==> config.mk <==
export PLATFORM = sky130hd
export DESIGN_NAME = gpio_arbiter
export DESIGN_NICKNAME = d
export VERILOG_FILES = /design/src/rtl/gpio_arbiter.sv
export SDC_FILE = /design/constraint.sdc
export NUM_CORES = 1
export LEC_CHECK = 0
export CORE_MARGIN = 2
export CORE_UTILIZATION = 41
export CTS_BUF_LIST = sky130_fd_sc_hd__clkbuf_2 sky130_fd_sc_hd__clkbuf_4 sky130_fd_sc_hd__clkbuf_8
export DETAILED_ROUTE_END_ITERATION = 10
export PLACE_DENSITY = 0.77
export SLEW_MARGIN = 20
export SYNTH_ARGS = -nofsm -noshare
export SYNTH_HDL_FRONTEND = slang
export SYNTH_SLANG_ARGS = --single-unit
==> constraint.sdc <==
create_clock -name clk_i -period 1.3 [get_ports clk_i]
set_input_delay 0.26 -clock clk_i [delete_from_list [all_inputs] [get_ports clk_i]]
set_output_delay 0.26 -clock clk_i [all_outputs]
set_load 0.02 [all_outputs]
==> src/rtl/gpio_arbiter.sv <==
// gpio_arbiter
//   Two-requester round-robin arbiter in front of a single GPIO command port.
//   A transaction takes three cycles. In IDLE the winning request is granted
//   combinationally and its fields are latched. ISSUE drives one GPIO command
//   strobe. CAPT registers the GPIO return data, and the owner sees rvalid on
//   the following cycle.
//
//   Optional feature macro: GPIO_ARB_LOCK_EN
//     When defined, m0_lock/m1_lock let the current owner keep the priority
//     pointer for up to LOCK_MAX consecutive transactions.
//
// Ports
//   clk_i, rst_i           clock, synchronous active-high reset
//   mN_req/we/sel/wdata    request from requester N (sel: 0 = LED, 1 = button)
//   mN_lock                lock continuation (GPIO_ARB_LOCK_EN only)
//   mN_gnt                 request accepted this cycle (pulse)
//   mN_rvalid              response for requester N (pulse)
//   rdata                  shared response data, held until the next capture
//   valid/we/sel_led/sel_but/data_m  GPIO command outputs
//   data_s                 registered GPIO return data
module gpio_arbiter #(
  parameter int unsigned LOCK_MAX = 4
) (
  input  logic       clk_i,
  input  logic       rst_i,
  input  logic       m0_req,
  input  logic       m1_req,
  input  logic       m0_we,
  input  logic       m1_we,
  input  logic       m0_sel,
  input  logic       m1_sel,
  input  logic [3:0] m0_wdata,
  input  logic [3:0] m1_wdata,
`ifdef GPIO_ARB_LOCK_EN
  input  logic       m0_lock,
  input  logic       m1_lock,
`endif
  output logic       m0_gnt,
  output logic       m1_gnt,
  output logic       m0_rvalid,
  output logic       m1_rvalid,
  output logic [3:0] rdata,
  output logic       valid,
  output logic       we,
  output logic       sel_led,
  output logic       sel_but,
  output logic [3:0] data_m,
  input  logic [3:0] data_s
);

  typedef enum logic [1:0] {
    ST_IDLE  = 2'd0,
    ST_ISSUE = 2'd1,
    ST_CAPT  = 2'd2
  } state_e;

  state_e     state_q;
  logic       ptr_q;
  logic       owner_q;
  logic       we_q;
  logic       sel_q;
  logic [3:0] wdata_q;
  logic [3:0] rdata_q;
  logic       rvalid0_q;
  logic       rvalid1_q;

  logic       any_req_s;
  logic       pick_s;
  logic       grant_s;
  logic       issue_s;
  logic       we_d;
  logic       sel_d;
  logic [3:0] wdata_d;
  logic       ptr_d;

`ifdef GPIO_ARB_LOCK_EN
  localparam logic [3:0] LOCK_LAST = 4'(LOCK_MAX - 1);
  logic [3:0] lock_cnt_q;
  logic [3:0] lock_cnt_d;
  logic       owner_lock_s;
`endif

  // Round-robin pick: the favoured requester wins, otherwise the other one.
  always_comb begin
    any_req_s = m0_req | m1_req;
    if (ptr_q == 1'b0) begin
      if (m0_req) pick_s = 1'b0;
      else        pick_s = 1'b1;
    end else begin
      if (m1_req) pick_s = 1'b1;
      else        pick_s = 1'b0;
    end
    if (pick_s == 1'b1) begin
      we_d    = m1_we;
      sel_d   = m1_sel;
      wdata_d = m1_wdata;
    end else begin
      we_d    = m0_we;
      sel_d   = m0_sel;
      wdata_d = m0_wdata;
    end
  end

  // Pointer (and lock count) to apply when the current transaction completes.
  always_comb begin
    ptr_d = ~owner_q;
`ifdef GPIO_ARB_LOCK_EN
    lock_cnt_d   = 4'd0;
    if (owner_q == 1'b1) owner_lock_s = m1_lock;
    else                 owner_lock_s = m0_lock;
    // A locked owner keeps priority until LOCK_MAX transactions have run.
    if (owner_lock_s && (lock_cnt_q < LOCK_LAST)) begin
      ptr_d      = owner_q;
      lock_cnt_d = lock_cnt_q + 4'd1;
    end else begin
      ptr_d      = ~owner_q;
      lock_cnt_d = 4'd0;
    end
`endif
  end

  // Transaction FSM with latched request fields and registered responses.
  always_ff @(posedge clk_i) begin
    if (rst_i) begin
      state_q   <= ST_IDLE;
      ptr_q     <= 1'b0;
      owner_q   <= 1'b0;
      we_q      <= 1'b0;
      sel_q     <= 1'b0;
      wdata_q   <= 4'd0;
      rdata_q   <= 4'd0;
      rvalid0_q <= 1'b0;
      rvalid1_q <= 1'b0;
`ifdef GPIO_ARB_LOCK_EN
      lock_cnt_q <= 4'd0;
`endif
    end else begin
      case (state_q)
        ST_IDLE: begin
          rvalid0_q <= 1'b0;
          rvalid1_q <= 1'b0;
          if (any_req_s) begin
            owner_q <= pick_s;
            we_q    <= we_d;
            sel_q   <= sel_d;
            wdata_q <= wdata_d;
            state_q <= ST_ISSUE;
          end else begin
            state_q <= ST_IDLE;
          end
        end
        ST_ISSUE: begin
          rvalid0_q <= 1'b0;
          rvalid1_q <= 1'b0;
          state_q   <= ST_CAPT;
        end
        ST_CAPT: begin
          rdata_q   <= data_s;
          rvalid0_q <= ~owner_q;
          rvalid1_q <= owner_q;
          ptr_q     <= ptr_d;
`ifdef GPIO_ARB_LOCK_EN
          lock_cnt_q <= lock_cnt_d;
`endif
          state_q   <= ST_IDLE;
        end
        default: begin
          rvalid0_q <= 1'b0;
          rvalid1_q <= 1'b0;
          state_q   <= ST_IDLE;
        end
      endcase
    end
  end

  // Grants and GPIO strobes are forced low while reset is held.
  assign grant_s = (state_q == ST_IDLE) & any_req_s & ~rst_i;
  assign issue_s = (state_q == ST_ISSUE) & ~rst_i;

  assign m0_gnt    = grant_s & ~pick_s;
  assign m1_gnt    = grant_s & pick_s;
  assign m0_rvalid = rvalid0_q;
  assign m1_rvalid = rvalid1_q;
  assign rdata     = rdata_q;
  assign valid     = issue_s;
  assign we        = issue_s & we_q;
  assign sel_led   = issue_s & ~sel_q;
  assign sel_but   = issue_s & sel_q;
  assign data_m    = {4{issue_s}} & wdata_q;

endmodule

Word level (Yosys, flattened, before mapping)
Cells that the tools add are included.
- bits in registers: 16
- latch bits: 0
- bits in writable memories: 0
- bits in read-only memories: 0
- input port bits: 20
- output and inout port bits: 16
- word-level logic and storage cells: 37
- memories kept: 0
- add/subtract/negate cells: 0
- multiply operators: 0
- div/mod/pow operators: 0
- $lt $le $gt $ge: 0
- equality and inequality tests: 2
- shift operators: 0
- muxes and demuxes: 8
- bitwise logic cells: 15
- reduce and logical (&&, ||, !) cells: 3
- operators by type and width (operator ; number):
    $and A1 B1 Y1 ; 8
    $mux W1 ; 6
    $not A1 Y1 ; 5
    $and A4 B4 Y4 ; 1
    $mux W4 ; 1
    $pmux W2 S2 ; 1
    $eq A2 B1 Y1 const B ; 1
    $eq A2 B2 Y1 const B ; 1
    $logic_not A2 Y1 ; 1
    $reduce_and A2 Y1 ; 1
    $reduce_or A2 Y1 ; 1
    $or A1 B1 Y1 ; 1

Longest topological paths before layout
Gate-level depths: netlist (run 1).
- depth after elaboration: 4
- depth in mapped cells: 4
- depth with buffers taken out: 3

Worst setup path after synthesis (run 1)
No wires, ideal clock.
- kind: register to output
- from: reg state_q[0]
- to: out sel_led
- data arrival time: 1236 ps
- required time: 1040 ps
- path slack: -196 ps
- cell stages (with the launch flop): 3
- buffers on the path: 0
- cell sequence: dfxtp_1 -> nor3b_4 -> nor2b_1
- longest elaborated chain between the ends: 3
- RTL lines (item ; RTL line ; text):
    start: declaration ; 57 ; state_e state_q;
    start signal: assignment ; 125 ; state_q <= ST_IDLE;
    start signal: assignment ; 147 ; state_q <= ST_ISSUE;
    start signal: assignment ; 149 ; state_q <= ST_IDLE;
    $eq A2 B1 Y1 ; 178 ; assign issue_s = (state_q == ST_ISSUE) & ~rst_i;
    $and A1 B1 Y1 ; 178 ;
    net valid ; 43 ; output logic valid,
    $and A1 B1 Y1 ; 187 ; assign sel_led = issue_s & ~sel_q;
    end: declaration ; 45 ; output logic sel_led,
The timed path passes the listed nets, and every way through them passes these cells.

Worst setup path after layout (run 1)
- from: reg state_q[1]
- to: out sel_led
- longest elaborated chain between the ends: 3
- RTL lines (item ; RTL line):
    $eq A2 B1 Y1 ; 178
    $and A1 B1 Y1 ; 178
    $and A1 B1 Y1 ; 187
Every way passes these cells.

==> reports/qor.txt, run 1 <==
Final WL -> 2163 µm
Main synth FF type -> dfxtp_1
Cell depth of the worst flop-to-flop path -> 5
Area delta synth->final -> 76.38%
Port buffer count -> 35
Die ar. -> 0.002236 mm²
Final setup margin -> -0.2747 ns
Reg2Reg Launch Point -> state_q[0]$_SDFF_PP0_
Vias in the first global route -> 756
F_max -> 635.0 MHz
Post-synth design cell area -> 768.2 µm²
Post-Synthesis Cells -> 84
Finished Layout Cells -> 158
Site Rows -> 15
Hold Buf Count CTS -> 0
First DRT Iteration DRCs -> 19
Worst path cell trace -> nor3b_4, buf_6, nor2b_4, buf_6
Vias -> 802
WL/cell -> 13.69 µm
Largest fanout on the critical path -> 5
Layout Nets -> 154
Filler cell count in the final layout -> 140
CTS tree -> yes
Yosys reg bits -> 16
Clock power share -> 0.264
Share of synthesized registers carrying an async set or reset -> 0
Met2 usage in global routing -> 0.3892
Post-DRT Antenna Nets -> 0
Critical path buffers and inverters -> 2
Share of the synthesized area in the top cell type -> 0.4169
Synth Warn # -> 0
Dpl hpwl -> 1614 µm
Drt drc -> 0
Cell Pwr Density -> 918.3 mW/mm²
Hold Path End -> m0_rvalid$_SDFF_PP0_
Startpoint Class -> register
Slowest stage cell, crit path -> dfxtp_4
Arr. time, crit path -> 1.31 ns
Final slew viol count -> 0
Min cycle time layout -> 1.575 ns
Max VDD drop -> 0.0006625 V
Reg2Reg Setup Slack -> 0 ns
Crit. End Element -> primary output
Htree depth -> 1
Setup Slack @ Placement -> -0.8274 ns
Leak -> 0.5944 nW
Sequential area share after synthesis -> 0.4169
DP Cell Count -> 149
Post-synth top area cell -> dfxtp_1
Die Y -> 47.29 µm
Netlist cell types -> 26
Initial DRT Pass Iterations -> 4
Worst Hold Class -> reg -> reg
Crit-path most repeated cell -> buf_6
CTS clk-pin slew, worst paths -> 0.09 ns
Status -> finished with violations
Met1 Use GR -> 0.2821
Family with the most delay on the worst path -> simple AND/OR/NAND/NOR gates
CTS root buf -> clkbuf_4
Hold depth -> 1
Unrepaired setup endpoints after global routing -> true
Clock buffer count from CTS -> 3
P_int -> 894.7 µW
CP peak stage delay -> 0.37 ns
Final Hold Vio Count -> 0
Comb power frac -> 0.291
Core Region -> 0.001745 mm²
Avg Vias per Cell -> 5.076
CTS max path bufs -> 2
Initial antenna violation count -> 0
Net switching fraction of the power -> 0.2810
Worst skew pair latency -> 0.28 ns
Initial core utilization -> 0.4401
Clk sink count -> 16
Top Usage Layer GRT -> met2
First-pass GRT wire length -> 3456 µm
Sw Pwr -> 349.6 µW
WP data required -> 1.04 ns
Final setup vio count -> 10
Number of synthesized flops with an enable pin -> 0
Hold path start -> owner_q$_SDFFE_PP0P_
Ranking of synthesized cells by area -> dfxtp_1, a311oi_1, a21oi_1, mux2i_1, and2_1
Most common cell in the synthesized netlist -> dfxtp_1
Setup CP Type -> reg -> out
Post-Route Utilization -> 0.7763
Syn nets -> 104
Synth top cells by count -> dfxtp_1, a21oi_1, nor2_1
Congestion Overflow GR -> 0
Max-cap violations -> 0
Clock skew -> 0.001755 ns
Gr usage total -> 0.2260
Max-slew headroom -> 0.7866
GR Layer Usage met3 -> 0.04615
Diode count -> 0
Worst-Margin Slew -> 0.3190 ns
Failing checks -> negative setup slack
Largest net degree at the start of global routing -> 11
R2R Path End -> wdata_q[2]$_SDFFE_PP0P_
Syn_area_per_cell -> 9.146 µm²
Share of cells above drive strength 1 -> 0.3910
Routability cong. -> 0.8207
Chip width -> 47.29 µm
Sequential power share -> 0.445
Top Ports -> 36
Final worst path period share -> 1.211
-- state kept, by name, summed over array words and instances (netlist names) --
signal	count
m0_rvalid	1
state_q	2
rdata	4
m1_rvalid	1
ptr_q	1
wdata_q	4
we_q	1
sel_q	1
owner_q	1
-- power by group through the flow --
stage | Sequential [mW] | Combinational, mW | Clock [mW]
after floorplan | 0.570 | 0.158 | 0
after detailed placement | 0.568 | 0.311 | 0
after CTS | 0.554 | 0.347 | 0.341
after global routing | 0.558 | 0.388 | 0.364
after global placement | 0.566 | 0.302 | 0
final | 0.554 | 0.362 | 0.329
-- kinds of logic (layout without fill, tap and decap cells) --
logic type | after synthesis | after routing | synth area share
AOI/OAI and AO/OA | 22 | 22 | 0.1792
buffers and inverters | 6 | 55 | 0.04560
DFF | 16 | 16 | 0.4169
muxes | 4 | 4 | 0.05212
and+or+nand+nor | 36 | 36 | 0.3062
-- worst reg2reg max path, stage by stage (launching register included) --
cell and delay (ns):
dfxtp_4 0.36, buf_6 0.12, buf_6 0.11, buf_6 0.11
nor3_4 0.32, a311oi_1 0.16
-- stage by stage --
step                      setup TNS, ns  hold slack (ns)  power, mW  instance area, µm²
after CTS                        -2.664           0.5011      1.242                1329
after floorplan                -0.05362           0.4039     0.7280               800.8
after global routing             -3.026           0.5268      1.310                1355
final                            -2.264           0.4932      1.244                1355
after detailed placement         -10.42           0.4862     0.8790                1224
after global placement           -9.855           0.4763     0.8682                1224
-- worst max path at each step --
stage,end,slack [ns],from,cells after the start
after global routing,sel_led,-0.35,state_q[0]$_SDFF_PP0_,4
after detailed placement,m0_gnt,-0.83,m0_req,5
final,sel_led,-0.27,state_q[1]$_SDFF_PP0_,4
after floorplan,sel_led,-0.05,state_q[0]$_SDFF_PP0_,2
after global placement,m0_gnt,-0.80,m0_req,5
after CTS,sel_led,-0.30,state_q[1]$_SDFF_PP0_,4
-- cell usage in the layout, fill, tap and decap left out --
cell type | synthesis | layout
and2b_2 | 0 | 1
o31ai_1 | 1 | 1
dlygate4sd2_1 | 0 | 9
nand2b_1 | 3 | 2
dfxtp_4 | 0 | 2
and2_2 | 0 | 3
nand4_1 | 1 | 1
o21ai_0 | 6 | 6
a311oi_1 | 6 | 3
nand3_1 | 6 | 6
dfxtp_1 | 16 | 13
clkbuf_4 | 0 | 3
and2b_1 | 2 | 1
nor3b_1 | 2 | 2
clkdlybuf4s50_1 | 0 | 16
nor2_4 | 1 | 1
nor3b_4 | 1 | 1
nor2_1 | 7 | 7
nor3_4 | 0 | 1
nand2b_4 | 0 | 1
buf_4 | 0 | 16
and2_4 | 0 | 3
nand2_4 | 0 | 1
clkbuf_8 | 0 | 1
nor3_1 | 1 | 1
a211oi_2 | 0 | 1
nor3b_2 | 1 | 1
dfxtp_2 | 0 | 1
or2_1 | 1 | 1
nor4_4 | 0 | 1
a311oi_2 | 0 | 3
buf_6 | 1 | 10
nor2b_4 | 0 | 1
mux2i_1 | 4 | 4
a21oi_1 | 8 | 8
-- cell type report --
class	instances	area, µm²	area share
Sequential cell	16	329.1	0.2428
Tap cell	25	31.28	0.02308
Timing Repair Buffer	51	471.7	0.3481
Clock buffer	4	36.28	0.02678
Multi-Input combinational cell	62	486.7	0.3592
-- what timing repair did --
action / in CTS / in global routing
resized for setup: 75 / 10
endpoints found under the setup margin: 19 / 18
setup buffers: 5 / 1
gates cloned: 0 / 0
pin swaps: 5 / 6
-- routing by layer --
layer / vias up / wire [µm]
met2: 12 / 1171
li1: 405 / -
met3: 2 / 41
met5: - / 0
met1: 383 / 929
met4: 0 / 21
No activity file was read; power rests on OpenSTA's default activity.
==> inputs of run 2 (changes only) <==
--- a/config.mk
+++ b/config.mk
@@ -10,6 +10,7 @@
 export CTS_BUF_LIST = sky130_fd_sc_hd__clkbuf_2 sky130_fd_sc_hd__clkbuf_4 sky130_fd_sc_hd__clkbuf_8
 export DETAILED_ROUTE_END_ITERATION = 10
 export PLACE_DENSITY = 0.77
+export SKIP_CTS_REPAIR_TIMING = 1
 export SLEW_MARGIN = 20
 export SYNTH_ARGS = -nofsm -noshare
 export SYNTH_HDL_FRONTEND = slang
==> run 2 against run 1 <==
Against the previous run: the flow still finishes with violations (negative setup slack); via count rose by 0.62%; maximum frequency fell by 3.3%; critical path depth rose by 1; cell count fell by 0.63%; sequential power barely moved; first-iteration DRC count fell by 58%; critical endpoint is now we; largest power group unchanged.
==> reports/qor.txt, run 2 (synthesized netlist as in run 1, its figures left out) <==
Die Y -> 47.29 µm (unchanged)
First-pass GRT wire length -> 3201 µm (-7.4%)
Avg Vias per Cell -> 5.140 (+1.3%)
Drt drc -> 0 (unchanged)
Max-cap violations -> 0 (unchanged)
Arr. time, crit path -> 1.37 ns (+0.06 ns)
Pwr Total -> 1.229 mW (-1.2%)
Leak -> 0.6892 nW (+16%)
WL/cell -> 13.25 µm (-3.2%)
Worst Hold Class -> in -> reg
Final setup margin -> -0.3289 ns (-0.05414 ns)
Post-DRT Antenna Nets -> 0 (unchanged)
Vias in the first global route -> 735 (-2.8%)
Worst-Margin Slew -> 0.2895 ns (-0.02947 ns)
Top Usage Layer GRT -> met2
Port buffer count -> 35 (unchanged)
Vias -> 807 (+0.62%)
Crit-path most repeated cell -> buf_6
Unrepaired setup endpoints after global routing -> true
F_max -> 613.9 MHz (-3.3%)
CP peak stage delay -> 0.38 ns (about the same)
Setup Slack @ Placement -> -0.8274 ns (unchanged)
Reg area -> 329.1 µm² (unchanged)
Dpl hpwl -> 1614 µm (unchanged)
GR Layer Usage met3 -> 0.04615 (unchanged)
CTS tree -> yes
CTS root buf -> clkbuf_4
First DRT Iteration DRCs -> 8 (-11)
Final Hold Vio Count -> 0 (unchanged)
Final setup vio count -> 10 (unchanged)
Max-slew headroom -> 0.8063 (+0.01971)
Layout Nets -> 153 (-0.65%)
Final WL -> 2080 µm (-3.8%)
Slowest stage cell, crit path -> dfxtp_4
Setup CP Type -> reg -> out
Met1 Use GR -> 0.2512 (-0.03089)
Core Region -> 0.001745 mm² (unchanged)
WP data required -> 1.04 ns (about the same)
Chip width -> 47.29 µm (unchanged)
Htree depth -> 1 (unchanged)
Status -> finished with violations
Clk sink count -> 16 (unchanged)
Diode count -> 0 (unchanged)
Most frequent cells in the layout -> clkdlybuf4s50_1, buf_4, dfxtp_1
Gr usage total -> 0.2094 (-0.01658)
Worst skew pair latency -> 0.28 ns (about the same)
Top Ports -> 36 (unchanged)
Congestion Overflow GR -> 0 (unchanged)
Filler cell count in the final layout -> 136 (-2.9%)
Initial core utilization -> 0.4401 (unchanged)
Largest net degree at the start of global routing -> 11 (unchanged)
Max VDD drop -> 0.0006735 V (+1.7%)
Routability cong. -> 0.8207 (unchanged)
Min cycle time layout -> 1.629 ns (+0.05414 ns)
Die ar. -> 0.002236 mm² (unchanged)
Final slew viol count -> 0 (unchanged)
Initial DRT Pass Iterations -> 4 (unchanged)
Met2 usage in global routing -> 0.3649 (-0.02432)
Final worst path period share -> 1.253 (+0.04164)
CTS clk-pin slew, worst paths -> 0.10 ns (about the same)
Failing checks -> negative setup slack
Worst path cell trace -> nor3b_4, buf_6, buf_6, and2_4, buf_6
Cell Pwr Density -> 903.5 mW/mm² (-1.6%)
Initial antenna violation count -> 0 (unchanged)
Clock buffer count from CTS -> 3 (unchanged)
Crit. End Element -> primary output
Site Rows -> 15 (unchanged)
Area of the multi-input gates -> 469.2 µm² (-3.6%)
Area delta synth->final -> 77.04%
Largest fanout on the critical path -> 5 (unchanged)
Startpoint Class -> register
CTS max path bufs -> 2 (unchanged)
Clock skew -> 0.003659 ns (+0.001904 ns)
Share of cells above drive strength 1 -> 0.3712 (-0.01977)
[run 2: changes by cell type in the layout (fill, tap and decap cells not counted), sizes merged]
| cell | delta |
|---|---|
| dlygate4sd2 | -9 |
| dlymetal6s2s | +9 |
| buf | -1 |
[run 2: final timing paths]
check	startpoint	end	slack (ns)	cells after the start
min	rst_i	wdata_q[0]$_SDFFE_PP0P_	0.43	3
max	state_q[1]$_SDFF_PP0_	we	-0.33	5
min reg2reg	rdata[1]$_SDFFE_PP0N_	rdata[1]$_SDFFE_PP0N_	0.49	2
max reg2reg	ptr_q$_SDFFE_PP0N_	wdata_q[2]$_SDFFE_PP0P_	0.09	4
[run 2: report_power, final]
part	internal [mW]	total, mW	switching (mW)
combinational	0.190	0.345	0.155
sequential	0.527	0.554	0.0270
clock	0.170	0.329	0.159
total	0.888	1.23	0.341
[run 2: critical path, delay by kind of cell, from the launching register on]
family        cells  cell delay [ns]
simple gates      2             0.37
buf+inv           3             0.33
flops             1             0.38
[run 2: layout make-up]
class / instances / area share
tap: 25 / 0.02300
clock buffer: 4 / 0.02668
sequential: 16 / 0.2420
multi-input combinational: 62 / 0.3450
timing repair buffer: 50 / 0.3634
[run 2: through the flow]
step                hold WS (ns)  instances  utilization  TNS (ns)  instance area [µm²]
global placement          0.4763        149       0.7011    -9.855                 1224
CTS                       0.5011        153       0.7219    -9.207                 1260
detailed placement        0.4862        149       0.7011    -10.42                 1224
finish                    0.4262        157       0.7792    -2.451                 1360
floorplan                 0.4039         84            -  -0.05362                800.8
global route              0.4506        157       0.7792    -3.007                 1360
[run 2: layer usage]
layer | wire length (µm) | part of all wire | vias to the layer above
li1 | - | - | 402
met1 | 860 | 0.41 | 376
met2 | 1105 | 0.53 | 27
met3 | 94 | 0.045 | 2
met4 | 19 | 0.0091 | 0
met5 | 0 | 0 | -
